$ cat src/rtl/xbar_interconnect.sv
// Multi-master / multi-slave request crossbar with a per-slave round-robin arbiter
// and a three-state slave FSM; out-of-range addresses are answered with an error.
module xbar_interconnect #(
    parameter int NUM_MASTERS = 2,
    parameter int NUM_SLAVES  = 4,
    parameter int ADDR_WIDTH  = 32,
    parameter int DATA_WIDTH  = 32,
    parameter int SEL_LSB     = 14
) (
    input  logic                                   clk,
    input  logic                                   rst_n,
    input  logic [NUM_MASTERS-1:0]                 i_m_req,
    input  logic [NUM_MASTERS-1:0]                 i_m_we,
    input  logic [NUM_MASTERS-1:0][ADDR_WIDTH-1:0] i_m_addr,
    input  logic [NUM_MASTERS-1:0][DATA_WIDTH-1:0] i_m_wdata,
    output logic [NUM_MASTERS-1:0]                 o_m_gnt,
    output logic [NUM_MASTERS-1:0]                 o_m_rvalid,
    output logic [NUM_MASTERS-1:0][DATA_WIDTH-1:0] o_m_rdata,
    output logic [NUM_MASTERS-1:0]                 o_m_err,
    output logic [NUM_SLAVES-1:0]                  o_s_req,
    output logic [NUM_SLAVES-1:0]                  o_s_we,
    output logic [NUM_SLAVES-1:0][ADDR_WIDTH-1:0]  o_s_addr,
    output logic [NUM_SLAVES-1:0][DATA_WIDTH-1:0]  o_s_wdata,
    input  logic [NUM_SLAVES-1:0]                  i_s_gnt,
    input  logic [NUM_SLAVES-1:0]                  i_s_rvalid,
    input  logic [NUM_SLAVES-1:0][DATA_WIDTH-1:0]  i_s_rdata
);

    localparam int SEL_W = (NUM_SLAVES > 1) ? $clog2(NUM_SLAVES) : 1;
    localparam int MST_W = (NUM_MASTERS > 1) ? $clog2(NUM_MASTERS) : 1;
    localparam logic [SEL_W:0] SLAVE_COUNT = (SEL_W+1)'(NUM_SLAVES);

    typedef enum logic [1:0] {
        S_IDLE,
        S_REQ,
        S_WAIT
    } slave_state_t;

    slave_state_t                  state   [NUM_SLAVES];
    logic [MST_W-1:0]              owner   [NUM_SLAVES];
    logic [MST_W-1:0]              rr_ptr  [NUM_SLAVES];
    logic [MST_W-1:0]              winner  [NUM_SLAVES];
    logic [NUM_SLAVES-1:0]         slv_win;

    logic [NUM_MASTERS-1:0]                 pending;
    logic [NUM_MASTERS-1:0]                 eligible;
    logic [NUM_MASTERS-1:0]                 dec_err;
    logic [NUM_MASTERS-1:0]                 gnt;
    logic [NUM_MASTERS-1:0][SEL_W-1:0]      sel;
    logic [NUM_MASTERS-1:0]                 resp_valid;
    logic [NUM_MASTERS-1:0][DATA_WIDTH-1:0] resp_data;

    function automatic logic [MST_W-1:0] next_ptr(input logic [MST_W-1:0] cur);
        if (int'(cur) == NUM_MASTERS - 1) return '0;
        return cur + 1'b1;
    endfunction

    // Decode and arbitration. Iterating from lowest priority upwards lets the
    // highest-priority eligible master overwrite the winner last.
    always_comb begin
        int idx;
        idx      = 0;
        eligible = i_m_req & ~pending;
        dec_err  = '0;
        gnt      = '0;
        for (int m = 0; m < NUM_MASTERS; m++) begin
            sel[m] = i_m_addr[m][SEL_LSB +: SEL_W];
            if (eligible[m] && ({1'b0, sel[m]} >= SLAVE_COUNT)) dec_err[m] = 1'b1;
        end
        gnt = dec_err;
        for (int s = 0; s < NUM_SLAVES; s++) begin
            slv_win[s] = 1'b0;
            winner[s]  = '0;
            o_s_req[s] = (state[s] == S_REQ);
            if (state[s] == S_IDLE) begin
                for (int k = NUM_MASTERS - 1; k >= 0; k--) begin
                    idx = int'(rr_ptr[s]) + k;
                    if (idx >= NUM_MASTERS) idx = idx - NUM_MASTERS;
                    if (eligible[idx] && (sel[idx] == SEL_W'(s))) begin
                        slv_win[s] = 1'b1;
                        winner[s]  = MST_W'(idx);
                    end
                end
            end
            if (slv_win[s]) gnt[winner[s]] = 1'b1;
        end
        o_m_gnt = rst_n ? gnt : '0;
    end

    // Response routing: at most one source per master since each has one outstanding.
    always_comb begin
        for (int m = 0; m < NUM_MASTERS; m++) begin
            resp_valid[m] = dec_err[m];
            resp_data[m]  = '0;
            for (int s = 0; s < NUM_SLAVES; s++) begin
                if ((state[s] == S_WAIT) && i_s_rvalid[s] && (owner[s] == MST_W'(m))) begin
                    resp_valid[m] = 1'b1;
                    resp_data[m]  = i_s_rdata[s];
                end
            end
        end
    end

    always_ff @(posedge clk or negedge rst_n) begin
        if (!rst_n) begin
            for (int s = 0; s < NUM_SLAVES; s++) begin
                state[s]     <= S_IDLE;
                owner[s]     <= '0;
                rr_ptr[s]    <= '0;
                o_s_we[s]    <= 1'b0;
                o_s_addr[s]  <= '0;
                o_s_wdata[s] <= '0;
            end
        end else begin
            for (int s = 0; s < NUM_SLAVES; s++) begin
                case (state[s])
                    S_IDLE: begin
                        if (slv_win[s]) begin
                            state[s]     <= S_REQ;
                            owner[s]     <= winner[s];
                            rr_ptr[s]    <= next_ptr(winner[s]);
                            o_s_we[s]    <= i_m_we[winner[s]];
                            o_s_addr[s]  <= i_m_addr[winner[s]];
                            o_s_wdata[s] <= i_m_wdata[winner[s]];
                        end
                    end
                    S_REQ:   if (i_s_gnt[s]) state[s] <= S_WAIT;
                    S_WAIT:  if (i_s_rvalid[s]) state[s] <= S_IDLE;
                    default: state[s] <= S_IDLE;
                endcase
            end
        end
    end

    // Pending clears on the same edge that raises rvalid, so a decode-error
    // master sets and clears in one step and is eligible again immediately.
    always_ff @(posedge clk or negedge rst_n) begin
        if (!rst_n) begin
            pending    <= '0;
            o_m_rvalid <= '0;
            o_m_err    <= '0;
            o_m_rdata  <= '0;
        end else begin
            pending    <= (pending | gnt) & ~resp_valid;
            o_m_rvalid <= resp_valid;
            o_m_err    <= dec_err;
            for (int m = 0; m < NUM_MASTERS; m++) begin
                if (resp_valid[m]) o_m_rdata[m] <= resp_data[m];
            end
        end
    end

endmodule

$ cat config.mk
export PLATFORM = sky130hd
export DESIGN_NAME = xbar_interconnect
export DESIGN_NICKNAME = d
export VERILOG_FILES = /design/src/rtl/xbar_interconnect.sv
export SDC_FILE = /design/constraint.sdc
export NUM_CORES = 1
export LEC_CHECK = 0
export ABC_AREA = 1
export CAP_MARGIN = 10
export CORE_AREA = 2 2 236 238
export CTS_CLUSTER_SIZE = 30
export DETAILED_ROUTE_END_ITERATION = 8
export DIE_AREA = 0 0 238 240
export PLACE_DENSITY_LB_ADDON = 0.1
export SKIP_CTS_REPAIR_TIMING = 1
export SLEW_MARGIN = 10
export SYNTH_ARGS = -nofsm -noshare
export SYNTH_HDL_FRONTEND = slang
export SYNTH_SLANG_ARGS = --single-unit
$ cat constraint.sdc
create_clock -name clk -period 1.8 [get_ports clk]
set_input_delay 0.36 -clock clk [delete_from_list [all_inputs] [get_ports clk]]
set_output_delay 0.36 -clock clk [all_outputs]
set_load 0.01 [all_outputs]
==> results of run 1 <==
==> power by group through the flow <==
stage	clock network [mW]	registers (mW)	logic (mW)
after CTS	9.04	13.6	18.6
after floorplan	0	15.0	5.48
after global placement	0	13.6	18.4
after detailed placement	0	13.7	18.5
after global routing	9.34	13.9	19.6
final	8.83	13.5	18.1
==> cell usage after synthesis (all sizes together) <==
library cell    n  share of area [%]
nand2         545                 12
o31ai           8               0.35
o22ai          32                1.2
conb            1              0.022
o211ai         39                1.7
dfrtp         344                 50
a31oi           1              0.036
clkbuf         70                1.5
nand4           2               0.11
inv           230                5.0
o221ai         82                4.2
nor2          157                3.6
o21a            1              0.044
o21ai         362                 11
nand3          49                1.5
buf            82                2.9
or2            36                1.3
a21oi         138                4.3
==> worst reg2reg max path, delay by kind of cell, from the launching register on <==
| kind | cells | cell delay, ns |
|---|---|---|
| buf+inv | 3 | 1.03 |
| compound gates | 3 | 0.51 |
| flops | 1 | 0.41 |
| simple gates | 2 | 0.18 |
==> worst max-delay path by stage <==
stage            startpoint         end  slack, ns  depth (start not counted)
6_report         pending[1]  o_m_gnt[0]      -0.58                         11
5_1_grt          pending[1]  o_m_gnt[0]      -0.66                         11
4_1_cts          pending[1]  o_m_gnt[0]      -1.10                          9
3_5_place_dp   i_m_addr[14]  o_m_gnt[0]      -0.96                         11
3_3_place_gp   i_m_addr[14]  o_m_gnt[0]      -0.94                         11
2_1_floorplan    pending[1]  o_m_gnt[0]       0.13                          8
==> layer usage <==
layer	global-route usage, %	part of all wire [%]
met5	0	0.049
met4	8.75	3.7
met3	6.72	8.3
met2	43.5	47
met1	34.1	41
==> sequential cells by signal, summed over array words and instances, names as in the netlist <==
name,cells
o_s_we,4
o_m_rdata,64
rr_ptr,4
o_m_rvalid,2
o_s_addr,128
pending,2
owner,4
state,8
o_s_wdata,128
==> stage by stage <==
| stage | instances | hold slack (ns) | cell area [um^2] |
|---|---|---|---|
| global route | 3529 | 0.387 | 27300 |
| detailed placement | 3438 | 0.457 | 24600 |
| finish | 3530 | 0.397 | 27300 |
| global placement | 3438 | 0.455 | 24600 |
| CTS | 3511 | -0.115 | 26000 |
| floorplan | 2180 | 0.0644 | 17300 |
==> kinds of logic after synthesis <==
group / synth area share, %
and+or+nand+nor: 18.5
DFF: 49.9
AOI/OAI and AO/OA: 22.2
other: 0.0217
buffers and inverters: 9.42
==> area by class of cell <==
type	count	area share (%)
Inverter	230	3.21
Clock buffer	59	4.57
Tap cell	704	3.23
Sequential cell	344	31.6
Clock inverter	14	0.647
Timing Repair Buffer	719	30.1
Antenna cell	6	0.0551
Multi-Input combinational cell	1454	26.6
==> metrics.csv, run 1 <==
metric,value,unit
drive_gt1_share,10.0,%
rows,86,
yosysWarnings,0,
switching_power,14.9,mW
drt-wirelength-per-cell,22.5,um
worst_pin_slew,0.837,ns
worst_setup_path_start_kind,flop,
io_pins,604,
crit_slowest_cell,dfrtp_1,
setup_tns,-19.56,ns
rsz0062_at_grt,yes,
slowest_delay,0.41,ns
comb_power_share,44.8,%
grt_max_degree,139,
intPower,25.6,mW
total_power,40.5,mW
clkPwrFrac,21.8,%
die-area,0.0571,mm^2
finClkSkew,0.0162,ns
cts_max_level,2,
ys_seq_area_share,49.9,%
layout_min_cycle_time,2.38,ns
worstHoldEndpoint,state[6],
drtIter0Drc,1183,
path_class,reg -> out,
worst_ep_arrival_time,2.02,ns
cts_tree,done,
netlist_area,0.0173,mm^2
setup_ws,-0.582,ns
holdCritStartpoint,i_s_gnt[0],
hp-class,in -> reg,
r2r_setup_slack,-0.41,ns
failed_checks,setup timing,
ys_ff_latch,344,
drv_cap,0,
die-width,238,um
p_leak,16.2,nW
multi_input_area,0.00726,mm^2
p_sw_share,36.9,%
cellPowerDensity,1480,mW/mm^2
cp_top_family,simple AND/OR/NAND/NOR gates,
area_growth,58.1,%
antenna_found_initial,8,
clock_sinks,344,
grt_use_total,26.5,%
dpl.hpwl,55000,um
coreArea,0.0547,mm^2
critical_path.endpoint_type,output port,
postSynthAreaPerCell,7.92,um^2
min_path_cells,2,
synth_cell_type_count,30,
start_util,31.6,%
reg2reg_depth,8,
portBuffers,601,
dr.pass1.iters,5,
gp_congestion,0.889,
peakVddDrop,0.000712,V
grt_overflow_total,0,
setup_viol,98,
grt_pass1_vias,17900,
die_height,240,um
synth_cells,2179,
crit_chain,nor2_4 -> buf_12 -> nand2_4 -> nor2_4 -> nand2_4 -> nand2_1 -> nand2_1 -> nor2_1 -> buf_4 -> nor2_2 -> buf_2,
fillers,5235,
r2r_start,pending[1],
p_seq_share,33.4,%
avgViaCountPerCell,5.15,
drt-total-wl,79300,um
root_buffer,clkbuf_16,
hold_viol,0,
critical_path_buf_inv_count,3,
final_core_util,49.9,%
path_max_fanout,4,
final_common_cell,nand2_1,
max_slew_margin,44.2,%
fmax,0.420,GHz
layout_common_cells,"nand2_1, dfrtp_1, dlymetal6s2s_1",
ff_latch_area,0.00861,mm^2
drc,0,
status,finished with violations,
clkLatencyLatePin,0.56,ns
clk_pin_slew_worst_paths,0.06,ns
r2r_end,o_s_wdata[17],
maxSlewViolCount,0,
cp.required,1.44,ns
numCtsBuffers,42,
clk_path_buf_depth,3,
antenna_left,0,
vias,18200,
fin_crit_sh,132,%
dpl_worst_slack,-0.956,ns
grt_pass1_wl,116000,um
nets,3061,
Note: power is estimated with default switching activity, not from simulation.
==> inputs of run 2 (changes only) <==
--- a/config.mk
+++ b/config.mk
@@ -7,13 +7,16 @@
 export LEC_CHECK = 0
 export ABC_AREA = 1
 export CAP_MARGIN = 10
-export CORE_AREA = 2 2 236 238
+export CELL_PAD_IN_SITES_DETAIL_PLACEMENT = 0
+export CELL_PAD_IN_SITES_GLOBAL_PLACEMENT = 2
+export CORE_ASPECT_RATIO = 0.8
+export CORE_UTILIZATION = 25
 export CTS_CLUSTER_SIZE = 30
 export DETAILED_ROUTE_END_ITERATION = 8
-export DIE_AREA = 0 0 238 240
 export PLACE_DENSITY_LB_ADDON = 0.1
 export SKIP_CTS_REPAIR_TIMING = 1
 export SLEW_MARGIN = 10
 export SYNTH_ARGS = -nofsm -noshare
 export SYNTH_HDL_FRONTEND = slang
 export SYNTH_SLANG_ARGS = --single-unit
+export TNS_END_PERCENT = 20
==> run 2 against run 1 <==
  * Critical path depth down 1
  * Sequential cell count unchanged
  * Sequential share of layout area is 0.32 points higher
  * The flow still finishes with violations (setup timing)
  * Critical path type unchanged
  * Largest power group unchanged
==> metrics.csv, run 2 (synthesis results as in run 1) <==
metric,value,unit,change
status,finished with violations,,unchanged
failed_checks,setup timing,,unchanged
path_max_fanout,4,,unchanged
worst_ep_arrival_time,2.00,ns,was 2.02 ns
routed-wl-met3,6560,um,was 6570 um
final_common_cell,clkdlybuf4s50_1,,was nand2_1
wl_met2,39200,um,"was 37,400 um"
drt-total-wl,86000,um,"was 79,300 um"
stdcell_count,3760,,"was 3,530"
dr.pass1.iters,5,,unchanged
rsz0062_at_grt,yes,,unchanged
vias,18100,,"was 18,200"
wl_met1,37500,um,"was 32,400 um"
grt_max_degree,123,,was 139
cp.required,1.44,ns,about the same
clk_pin_slew_worst_paths,0.06,ns,about the same
crit_chain,nor2_4 -> buf_6 -> nand2_8 -> nor2_4 -> nand2_4 -> nand2_4 -> nand2_4 -> nor2_4 -> nor2_1 -> buf_2,,was nor2_4 -> buf_12 -> nand2_4 -> nor2_4 -> nand2_4 -> nand2_1 -> nand2_1 -> nor2_1 -> buf_4 -> nor2_2 -> buf_2
hold_viol,0,,unchanged
coreArea,0.0677,mm^2,was 0.0547 mm^2
fillers,6931,,"was 5,235"
r2r_setup_slack,-0.22,ns,was -0.41 ns
final_core_util,39.9,%,was 49.9%
dpl_worst_slack,-0.857,ns,was -0.956 ns
crit_slowest_cell,dfrtp_2,,was dfrtp_1
peakVddDrop,0.000657,V,was 0.000712 V
grt_pass1_vias,17900,,about the same
layout_min_cycle_time,2.36,ns,was 2.38 ns
maxSlewViolCount,0,,unchanged
max_slew_margin,43.0,%,was 44.2%
cp.depth,10,,was 11
place_area,0.0250,mm^2,was 0.0246 mm^2
reg2reg_depth,9,,was 8
dpl.hpwl,58500,um,"was 55,000 um"
hold_ws,0.302,ns,was 0.397 ns
layout_common_cells,"clkdlybuf4s50_1, nand2_1, dfrtp_1",,"was nand2_1, dfrtp_1, dlymetal6s2s_1"
worst_pin_slew,0.855,ns,was 0.837 ns
critical_path_buf_inv_count,2,,was 3
portBuffers,601,,unchanged
top_regs,"o_s_addr (128), o_s_wdata (128), o_m_rdata (64)",,unchanged
grt_use_total,23.3,%,was 26.5%
io_pins,604,,unchanged
drv_cap,0,,unchanged
die_height,237,um,was 240 um
fmax,0.423,GHz,was 0.420 GHz
hp-class,in -> async,,was in -> reg
finClkSkew,0.0192,ns,was 0.0162 ns
avgViaCountPerCell,4.81,,was 5.15
slowest_delay,0.44,ns,was 0.41 ns
cp_top_family,simple AND/OR/NAND/NOR gates,,unchanged
grt_overflow_total,0,,unchanged
drtIter0Drc,1130,,"was 1,183"
p_leak,12.9,nW,was 16.2 nW
antenna_left,0,,unchanged
root_buffer,clkbuf_16,,unchanged
worst_setup_path_start_kind,flop,,unchanged
start_util,25.5,%,was 31.6%
clkLatencyLatePin,0.57,ns,was 0.56 ns
postLayoutCellArea,0.0270,mm^2,was 0.0273 mm^2
critical_path.endpoint_type,output port,,unchanged
grt_pass1_wl,122000,um,"was 116,000 um"
gp_congestion,0.841,,was 0.889
dpl.cell_count,3654,,"was 3,438"
drive_gt1_share,9.80,%,was 10.0%
antenna_found_initial,16,,was 8
area_growth,56.6,%,was 58.1%
die-area,0.0701,mm^2,was 0.0571 mm^2
drt-wirelength-per-cell,22.9,um,was 22.5 um
setup_viol,440,,was 98
setup_ws,-0.561,ns,was -0.582 ns
numCtsBuffers,42,,unchanged
rows,85,,was 86
fin_crit_sh,131,%,was 132%
clock_sinks,344,,unchanged
dr.max_layer_used,met5,,unchanged
nets,3078,,"was 3,061"
cts_tree,done,,unchanged
path_class,reg -> out,,unchanged
cts_max_level,2,,unchanged
drc,0,,unchanged
die-width,296,um,was 238 um
cellPowerDensity,1530,mW/mm^2,was 1480 mW/mm^2
clk_path_buf_depth,3,,unchanged
-- run 2: cell count changes in the layout (fill, tap and decap cells not counted), moves of 10 or more --
cell	previous run	this run
clkbuf_1	5	16
clkdlybuf4s50_1	267	559
dlymetal6s2s_1	327	35
nand2_1	518	531
o21ai_0	297	287
o21ai_1	65	75
-- run 2: stage by stage --
step,setup TNS [ns],power (mW)
finish,-23.62,41.3
global route,-67.77,43.8
CTS,-71.13,41.5
detailed placement,-167.58,32.5
global placement,-151.67,32.4
floorplan,0,20.5
-- run 2: area by class of cell --
type / count / area, um^2 / area share, %
Sequential cell: 344 / 8610 / 31.9
Timing Repair Buffer: 736 / 7810 / 28.9
Multi-Input combinational cell: 1454 / 7180 / 26.6
Clock buffer: 68 / 1260 / 4.66
Tap cell: 913 / 1140 / 4.23
Inverter: 230 / 886 / 3.28
Clock inverter: 5 / 97.6 / 0.361
Antenna cell: 10 / 25.0 / 0.0926
-- run 2: layer usage --
layer  vias up  track usage (%)
met1      8833             30.8
met3       119             6.12
met5         -                0
met2       604             36.7
met4        12             8.12
li1       8504                -
-- run 2: path summary, 6_finish.rpt --
check / start / end
max: pending[1] / o_m_gnt[0]
min: rst_n / o_s_addr[108]
max reg2reg: pending[0] / o_s_wdata[105]
min reg2reg: o_s_addr[46] / o_s_addr[46]
max in group asynchronous: rst_n / o_m_rdata[61]
min in group clk: i_s_gnt[0] / state[6]
-- run 2: worst register-to-register path: stages, from the launching register on --
cell	delay (ns)
dfrtp_1	0.41
nor2_4	0.19
buf_4	0.15
nand4_2	0.11
nand2_4	0.12
buf_4	0.30
buf_16	0.30
a21oi_1	0.15
o21ai_0	0.09
nand2_1	0.08
-- run 2: where the power goes --
part,total [mW],switching [mW],internal (mW)
registers,13.7,2.24,11.4
clock network,8.65,3.59,5.06
logic,19.0,9.43,9.58
total,41.3,15.3,26.1
